## src/rtl/dds_wave_control.sv

```systemverilog
// Direct digital synthesis control: sample-rate phase accumulator, waveform
// shaping (sine ROM / square / triangle / saw) and amplitude scaling toward a DAC.
module dds_wave_control #(
    parameter int          SAMPLE_DIV = 500,
    parameter int          ROM_LAT    = 2,
    parameter logic [31:0] FSTEP      = 32'h0001_0000,
    parameter logic [31:0] FMAX       = 32'h4000_0000,
    parameter logic [31:0] FWORD_RST  = 32'h0010_0000
) (
    input  logic        clk,
    input  logic        rst_n,
    input  logic        en,
    input  logic        freq_up,
    input  logic        freq_down,
    input  logic        amp_up,
    input  logic        amp_down,
    input  logic        wave_next,
    output logic [10:0] rom_addr,
    input  logic [7:0]  rom_q,
    output logic [7:0]  dac_value,
    output logic        dac_valid,
    output logic [31:0] freq_word,
    output logic [1:0]  wave_sel,
    output logic [3:0]  amp
);

    localparam int CW = (SAMPLE_DIV > 1) ? $clog2(SAMPLE_DIV) : 1;
    localparam logic [CW-1:0] CNT_LAST = CW'(SAMPLE_DIV - 1);
    localparam int LAST_STG = ROM_LAT - 1;

    typedef struct packed {
        logic [1:0] wave;
        logic [3:0] amp;
        logic [7:0] p;
    } meta_t;

    logic [CW-1:0]      cnt_r;
    logic               tick_s;
    logic [31:0]        phase_r;
    logic [31:0]        phase_nxt_s;
    logic [10:0]        rom_addr_r;
    logic [ROM_LAT-1:0] vld_r;
    meta_t              meta_r [ROM_LAT];
    logic [7:0]         sample_s;
    logic [7:0]         dac_value_r;
    logic               dac_valid_r;
    logic [31:0]        freq_word_r;
    logic [31:0]        freq_nxt_s;
    logic [1:0]         wave_sel_r;
    logic [1:0]         wave_nxt_s;
    logic [3:0]         amp_r;
    logic [3:0]         amp_nxt_s;

    function automatic logic [7:0] raw_sample(input logic [1:0] wave,
                                              input logic [7:0] p,
                                              input logic [7:0] rom_data);
        logic [7:0] r;
        case (wave)
            2'd0:    r = rom_data;
            2'd1:    r = p[7] ? 8'hFF : 8'h00;
            2'd2:    r = p[7] ? ~{p[6:0], 1'b0} : {p[6:0], 1'b0};
            2'd3:    r = p;
            default: r = p;
        endcase
        return r;
    endfunction

    // Centre on 128, multiply by (amp+1)/16, re-bias; 13-bit signed never overflows.
    function automatic logic [7:0] scale_sample(input logic [7:0] raw,
                                                input logic [3:0] amp_code);
        logic signed [12:0] centered;
        logic signed [12:0] gain;
        logic signed [12:0] prod;
        logic signed [12:0] res;
        centered = $signed({5'b0_0000, raw}) - 13'sd128;
        gain     = $signed({9'b0_0000_0000, amp_code}) + 13'sd1;
        prod     = centered * gain;
        res      = (prod >>> 4) + 13'sd128;
        return res[7:0];
    endfunction

    assign tick_s      = en && (cnt_r == CNT_LAST);
    assign phase_nxt_s = phase_r + freq_word_r;
    assign sample_s    = scale_sample(raw_sample(meta_r[LAST_STG].wave,
                                                 meta_r[LAST_STG].p, rom_q),
                                      meta_r[LAST_STG].amp);

    // Sample-rate divider; holds its count while disabled.
    always_ff @(posedge clk) begin
        if (!rst_n) begin
            cnt_r <= '0;
        end else if (en) begin
            cnt_r <= tick_s ? '0 : cnt_r + CW'(1);
        end
    end

    // Phase accumulator, ROM address and the in-flight sample pipeline.
    always_ff @(posedge clk) begin
        if (!rst_n) begin
            phase_r     <= 32'h0000_0000;
            rom_addr_r  <= 11'h000;
            vld_r       <= '0;
            dac_value_r <= 8'd128;
            dac_valid_r <= 1'b0;
            for (int i = 0; i < ROM_LAT; i++) begin
                meta_r[i] <= '0;
            end
        end else begin
            if (tick_s) begin
                phase_r    <= phase_nxt_s;
                rom_addr_r <= phase_nxt_s[31:21];
            end
            vld_r[0]  <= tick_s;
            meta_r[0] <= '{wave: wave_sel_r, amp: amp_r, p: phase_nxt_s[31:24]};
            for (int i = 1; i < ROM_LAT; i++) begin
                vld_r[i]  <= vld_r[i-1];
                meta_r[i] <= meta_r[i-1];
            end
            // Final stage lines up with rom_q for the address issued on the tick.
            dac_valid_r <= vld_r[LAST_STG];
            if (vld_r[LAST_STG]) begin
                dac_value_r <= sample_s;
            end
        end
    end

    // User command decode with saturation; opposing pulses cancel.
    always_comb begin
        freq_nxt_s = freq_word_r;
        amp_nxt_s  = amp_r;
        wave_nxt_s = wave_sel_r;
        case ({freq_up, freq_down})
            2'b10: begin
                if (freq_word_r >= FMAX - FSTEP) freq_nxt_s = FMAX;
                else                             freq_nxt_s = freq_word_r + FSTEP;
            end
            2'b01: begin
                if (freq_word_r <= FSTEP) freq_nxt_s = 32'h0000_0000;
                else                      freq_nxt_s = freq_word_r - FSTEP;
            end
            default: freq_nxt_s = freq_word_r;
        endcase
        case ({amp_up, amp_down})
            2'b10: begin
                if (amp_r == 4'd15) amp_nxt_s = amp_r;
                else                amp_nxt_s = amp_r + 4'd1;
            end
            2'b01: begin
                if (amp_r == 4'd0) amp_nxt_s = amp_r;
                else               amp_nxt_s = amp_r - 4'd1;
            end
            default: amp_nxt_s = amp_r;
        endcase
        if (wave_next) wave_nxt_s = wave_sel_r + 2'd1;
        else           wave_nxt_s = wave_sel_r;
    end

    // Control registers.
    always_ff @(posedge clk) begin
        if (!rst_n) begin
            freq_word_r <= FWORD_RST;
            wave_sel_r  <= 2'd0;
            amp_r       <= 4'd15;
        end else begin
            freq_word_r <= freq_nxt_s;
            wave_sel_r  <= wave_nxt_s;
            amp_r       <= amp_nxt_s;
        end
    end

    assign rom_addr  = rom_addr_r;
    assign dac_value = dac_value_r;
    assign dac_valid = dac_valid_r;
    assign freq_word = freq_word_r;
    assign wave_sel  = wave_sel_r;
    assign amp       = amp_r;

endmodule

```

## config.mk

```make
export PLATFORM = sky130hd
export DESIGN_NAME = dds_wave_control
export DESIGN_NICKNAME = d
export VERILOG_FILES = /design/src/rtl/dds_wave_control.sv
export SDC_FILE = /design/constraint.sdc
export NUM_CORES = 1
export LEC_CHECK = 0
export CAP_MARGIN = 15
export CORE_MARGIN = 1.5
export CORE_UTILIZATION = 45
export CTS_BUF_LIST = sky130_fd_sc_hd__clkbuf_4
export DETAILED_ROUTE_END_ITERATION = 8
export MAX_ROUTING_LAYER = met4
export PLACE_DENSITY_LB_ADDON = 0.15
export REMOVE_ABC_BUFFERS = 1
export SYNTH_ARGS = -nofsm -noshare
export SYNTH_HDL_FRONTEND = slang
export SYNTH_SLANG_ARGS = --single-unit
```

## constraint.sdc

```tcl
create_clock -name clk -period 5.9 [get_ports clk]
set_input_delay 1.77 -clock clk [delete_from_list [all_inputs] [get_ports clk]]
set_output_delay 1.77 -clock clk [all_outputs]
set_load 0.005 [all_outputs]
```

==> results.txt <==
----------------------------------------------------
[Floorplanning]
  Width of the chip ... 125.6 um
  Effective utilization at floorplan ... 46.37%
  Total core area ... 14590 um2
  Die ar. ... 15780 um2
  Height of the die ... 125.6 um
  # IOs ... 74
  Number of core rows ... 44

[Timing]
  Post-Route Hold Slack ... 437.9 ps
  Slew of the pin with the lowest slew margin ... 969.0 ps
  Shortest clock period the worst path allows after layout ... 5539 ps
  Setup repair after global routing missed its margin ... no
  Worst path setup slack after routing ... 361.1 ps
  Max-slew headroom ... 35.33%
  Maximum frequency from static timing analysis ... 180.5 MHz
  Final period utilization ... 93.88%
  Worst clock skew ... 14.91 ps
  Setup violators final ... 0
  Final hold viol count ... 0
  Max-slew violation total from the final report ... 0

[Setup path]
  Reg-to-Reg Start ... meta_r[0][27]$_SDFF_PN0_
  Kind of cell with the highest combined delay on the critical path ... adder cells
  Delay of the slowest cell on the worst path ... 530 ps
  Startpoint type of the worst setup path ... input pin
  Critical path cell sequence ... clkdlybuf4s50_1 > nor2_1 > a31oi_1 > o22a_1 > or2_2 > buf_4 > fa_1 > inv_1 > fa_1 > inv_1 > fa_1 > inv_1 > ha_1 > a2111oi_0 > or3_1 > xnor2_1 > a211o_1
  Crit path max-delay cell type ... fa_1
  Capture point of the worst reg-to-reg path ... dac_value[7]$_SDFFE_PN1P_
  Endpoint kind of the worst setup timing path ... flip-flop
  Data arrival time of the critical path ... 5930 ps
  Start-to-end type of the worst setup path ... input pin to flip-flop
  Required time of the critical path ... 6290 ps
  Critical path buffers and inverters ... 5
  R2R depth ... 16
  Critical Path Source ... rom_q[7]
  Critical Path Sink ... dac_value[7]$_SDFFE_PN1P_
  Worst-path fanout max ... 3
  Minimum setup slack among reg-to-reg paths ... 790 ps
  Levels on crit path ... 17

[GRT]
  Pin count of the biggest net entering global routing ... 56
  Total congestion overflow after global routing ... 0
  Antenna violations before repair ... 0
  Wire length of the first global-routing pass ... 25380 um
  GRT Total Usage ... 19.94%
  Vias in the first global route ... 5356

[Synth]
  Most used flip-flop cell after synthesis ... dfxtp_1
  Gate count after technology mapping ... 817
  Yosys reg bits ... 100
  Number of enable flip-flop cells after synthesis ... 0
  Fraction of synthesized cell area taken by the top area cell type ... 29.59%
  Distinct cells, synth ... 81
  Area leader, netlist ... dfxtp_1
  Most area-consuming cells after synthesis ... dfxtp_1 (30%), ha_1 (8.1%), fa_1 (6.8%), nor2_1 (5.5%), inv_1 (3.5%)
  Post-synthesis instance area ... 6765 um2
  Mean cell area of the mapped netlist ... 8.281 um2
  Fraction of the yosys area taken by sequential cells ... 29.59%
  Warning count from the yosys run ... 0
  FFs w/ async S/R, synth ... 0%

[Clock network]
  Num CTS Buffers ... 9
  Number of buffers inserted by post-CTS setup repair ... 0
  Clock tree from TritonCTS ... yes
  Number of levels in the clock H-tree ... 3
  Worst-skew pair later-pin latency ... 490 ps
  Clock-pin slew reported for the worst setup and hold paths after clock tree synthesis ... 160 ps
  Root buffer cell ... clkbuf_4
  Number of hold-repair buffers added at the cts stage ... 0
  Clock Sink Count ... 100
  Clk buf depth ... 2
  Count of instances resized after the clock tree is built ... 0

[Routing]
  Average via count per standard cell ... 5.431
  Detailed router's first-iteration violation count ... 313
  Number of remaining DRC errors ... 0
  First-pass DRT Iterations ... 4
  Routed wirelength normalized by instance count ... 14.16 um
  Overall via count from detail_route ... 5703
  Final wirelength ... 14860 um
  Post-route antenna net violation count ... 0

[Worst hold path]
  Hold crit path type ... flip-flop to flip-flop

[Power]
  Peak supply drop ... 0.09506 mV
  Power density normalized to cell area ... 204.4 nW/um2
  Static leakage ... 0.003106 uW

[Place]
  Post-place setup slack ... -166.2 ps
  Count of port buffers added during placement ... 57
  Final weighted congestion in routability-driven placement ... 0.8549
  Half-perimeter wire length of the detailed placement result ... 10970 um

[Final layout]
  Final layout net count ... 944
  Proportion of layout cells with a drive suffix above 1 ... 8.199%
  Ant. Diodes ... 0
  Area overhead of the layout relative to synthesis ... 12.15%
  Filler instances ... 1388
  Final design utilization ... 52.01%

[Run]
  Max cap viols ... 0

[Outcome]
  Outcome ... finished clean

----------------------------------------------------
-- logic make-up (layout without fill, tap and decap cells) --
logic type / after synthesis / after routing / synth area share [%]
simple gates: 302 / 302 / 22.55
compound gates: 169 / 169 / 17.22
buf+inv: 127 / 159 / 8.877
flops: 100 / 100 / 29.59
fa+ha+maj: 67 / 67 / 14.94
xor+xnor: 44 / 44 / 5.696
mux: 7 / 7 / 1.073
other cells: 1 / 18 / 0.05543
-- state kept, by name (all words and copies together) (netlist names) --
name / cells
phase_r: 30
meta_r: 28
freq_word: 16
cnt_r: 9
dac_value: 8
amp: 4
vld_r: 2
wave_sel: 2
dac_valid: 1
-- per-layer routing --
layer,wire [um],global-route usage (%)
met5,0,-
met4,300,8.155
met3,559,3.186
met1,7048,25.52
met2,6954,31.52
-- per-stage QoR --
| stage | cells | power (uW) | area (um2) | TNS, ps |
|---|---|---|---|---|
| after CTS | 1049 | 1570 | 7580 | 0 |
| after floorplan | 770 | 1033 | 6465 | 0 |
| after detailed placement | 1033 | 1190 | 7438 | -188.1 |
| final | 1050 | 1551 | 7587 | 0 |
| after global placement | 1033 | 1182 | 7438 | -124.4 |
| after global routing | 1050 | 1659 | 7587 | 0 |
-- synth_stat cells, types with 13 or more instances --
master and count:
a21o_1 13, a21oi_1 42, and2_1 32, buf_4 28
clkbuf_1 24, dfxtp_1 100, fa_1 23, ha_1 44
inv_1 63, nand2_1 56, nand3_1 28, nor2_1 99
nor3_1 14, o21ai_0 26, xnor2_1 27, xor2_1 17
-- final cells by class --
type / count / area [um2] / area share, %
Multi-Input combinational cell: 607 / 4239 / 55.87
Timing Repair Buffer: 80 / 738.2 / 9.730
Clock buffer: 9 / 67.56 / 0.8905
Sequential cell: 100 / 2002 / 26.39
Tap cell: 184 / 230.2 / 3.034
Inverter: 63 / 236.5 / 3.117
Clock inverter: 7 / 73.82 / 0.9730
-- worst register-to-register path: stages (launching register included) --
cell and delay [ps]:
dfxtp_1 700, or2b_1 260, o21ai_0 110, a22o_1 250
a21oi_1 300, nor2_1 110, fa_1 510, ha_1 340
fa_1 540, fa_1 470, a21o_1 190, a21oi_1 180
o21ai_0 120, a2111oi_0 410, or3_1 190, xnor2_1 70
a211o_1 290
-- power breakdown --
| group | switching, uW | internal, uW |
|---|---|---|
| logic | 240 | 213 |
| clock network | 245 | 132 |
| registers | 26.8 | 695 |
| total | 512 | 1040 |
-- cell usage in the layout, fill, tap and decap left out, drive strengths merged, types with 10 or more instances in the layout --
cell type,netlist,routed
xor2,17,17
a21oi,43,43
nor2,100,100
o21ai,29,29
or3,10,10
a21o,13,13
conb,1,18
nor3,15,15
nand2,56,56
inv,63,65
fa,23,23
buf,39,24
xnor2,27,27
nand3,28,28
clkdlybuf4s50,0,56
ha,44,44
or2,12,12
and2,32,32
nand4,11,11
dfxtp,100,100
-- worst min path at each step --
| stage | slack [ps] | from | depth (start not counted) | to |
|---|---|---|---|---|
| final | 440 | meta_r[0][4]$_SDFF_PN0_ | 1 | meta_r[0][18]$_SDFF_PN0_ |
| after global routing | 460 | meta_r[0][0]$_SDFF_PN0_ | 1 | meta_r[0][14]$_SDFF_PN0_ |
| after CTS | 440 | meta_r[0][4]$_SDFF_PN0_ | 1 | meta_r[0][18]$_SDFF_PN0_ |
| after detailed placement | 420 | meta_r[0][0]$_SDFF_PN0_ | 1 | meta_r[0][14]$_SDFF_PN0_ |
| after global placement | 420 | meta_r[0][1]$_SDFF_PN0_ | 1 | meta_r[0][15]$_SDFF_PN0_ |
| after floorplan | 410 | meta_r[0][0]$_SDFF_PN0_ | 1 | meta_r[0][14]$_SDFF_PN0_ |
No activity file was read; power rests on OpenSTA's default activity.
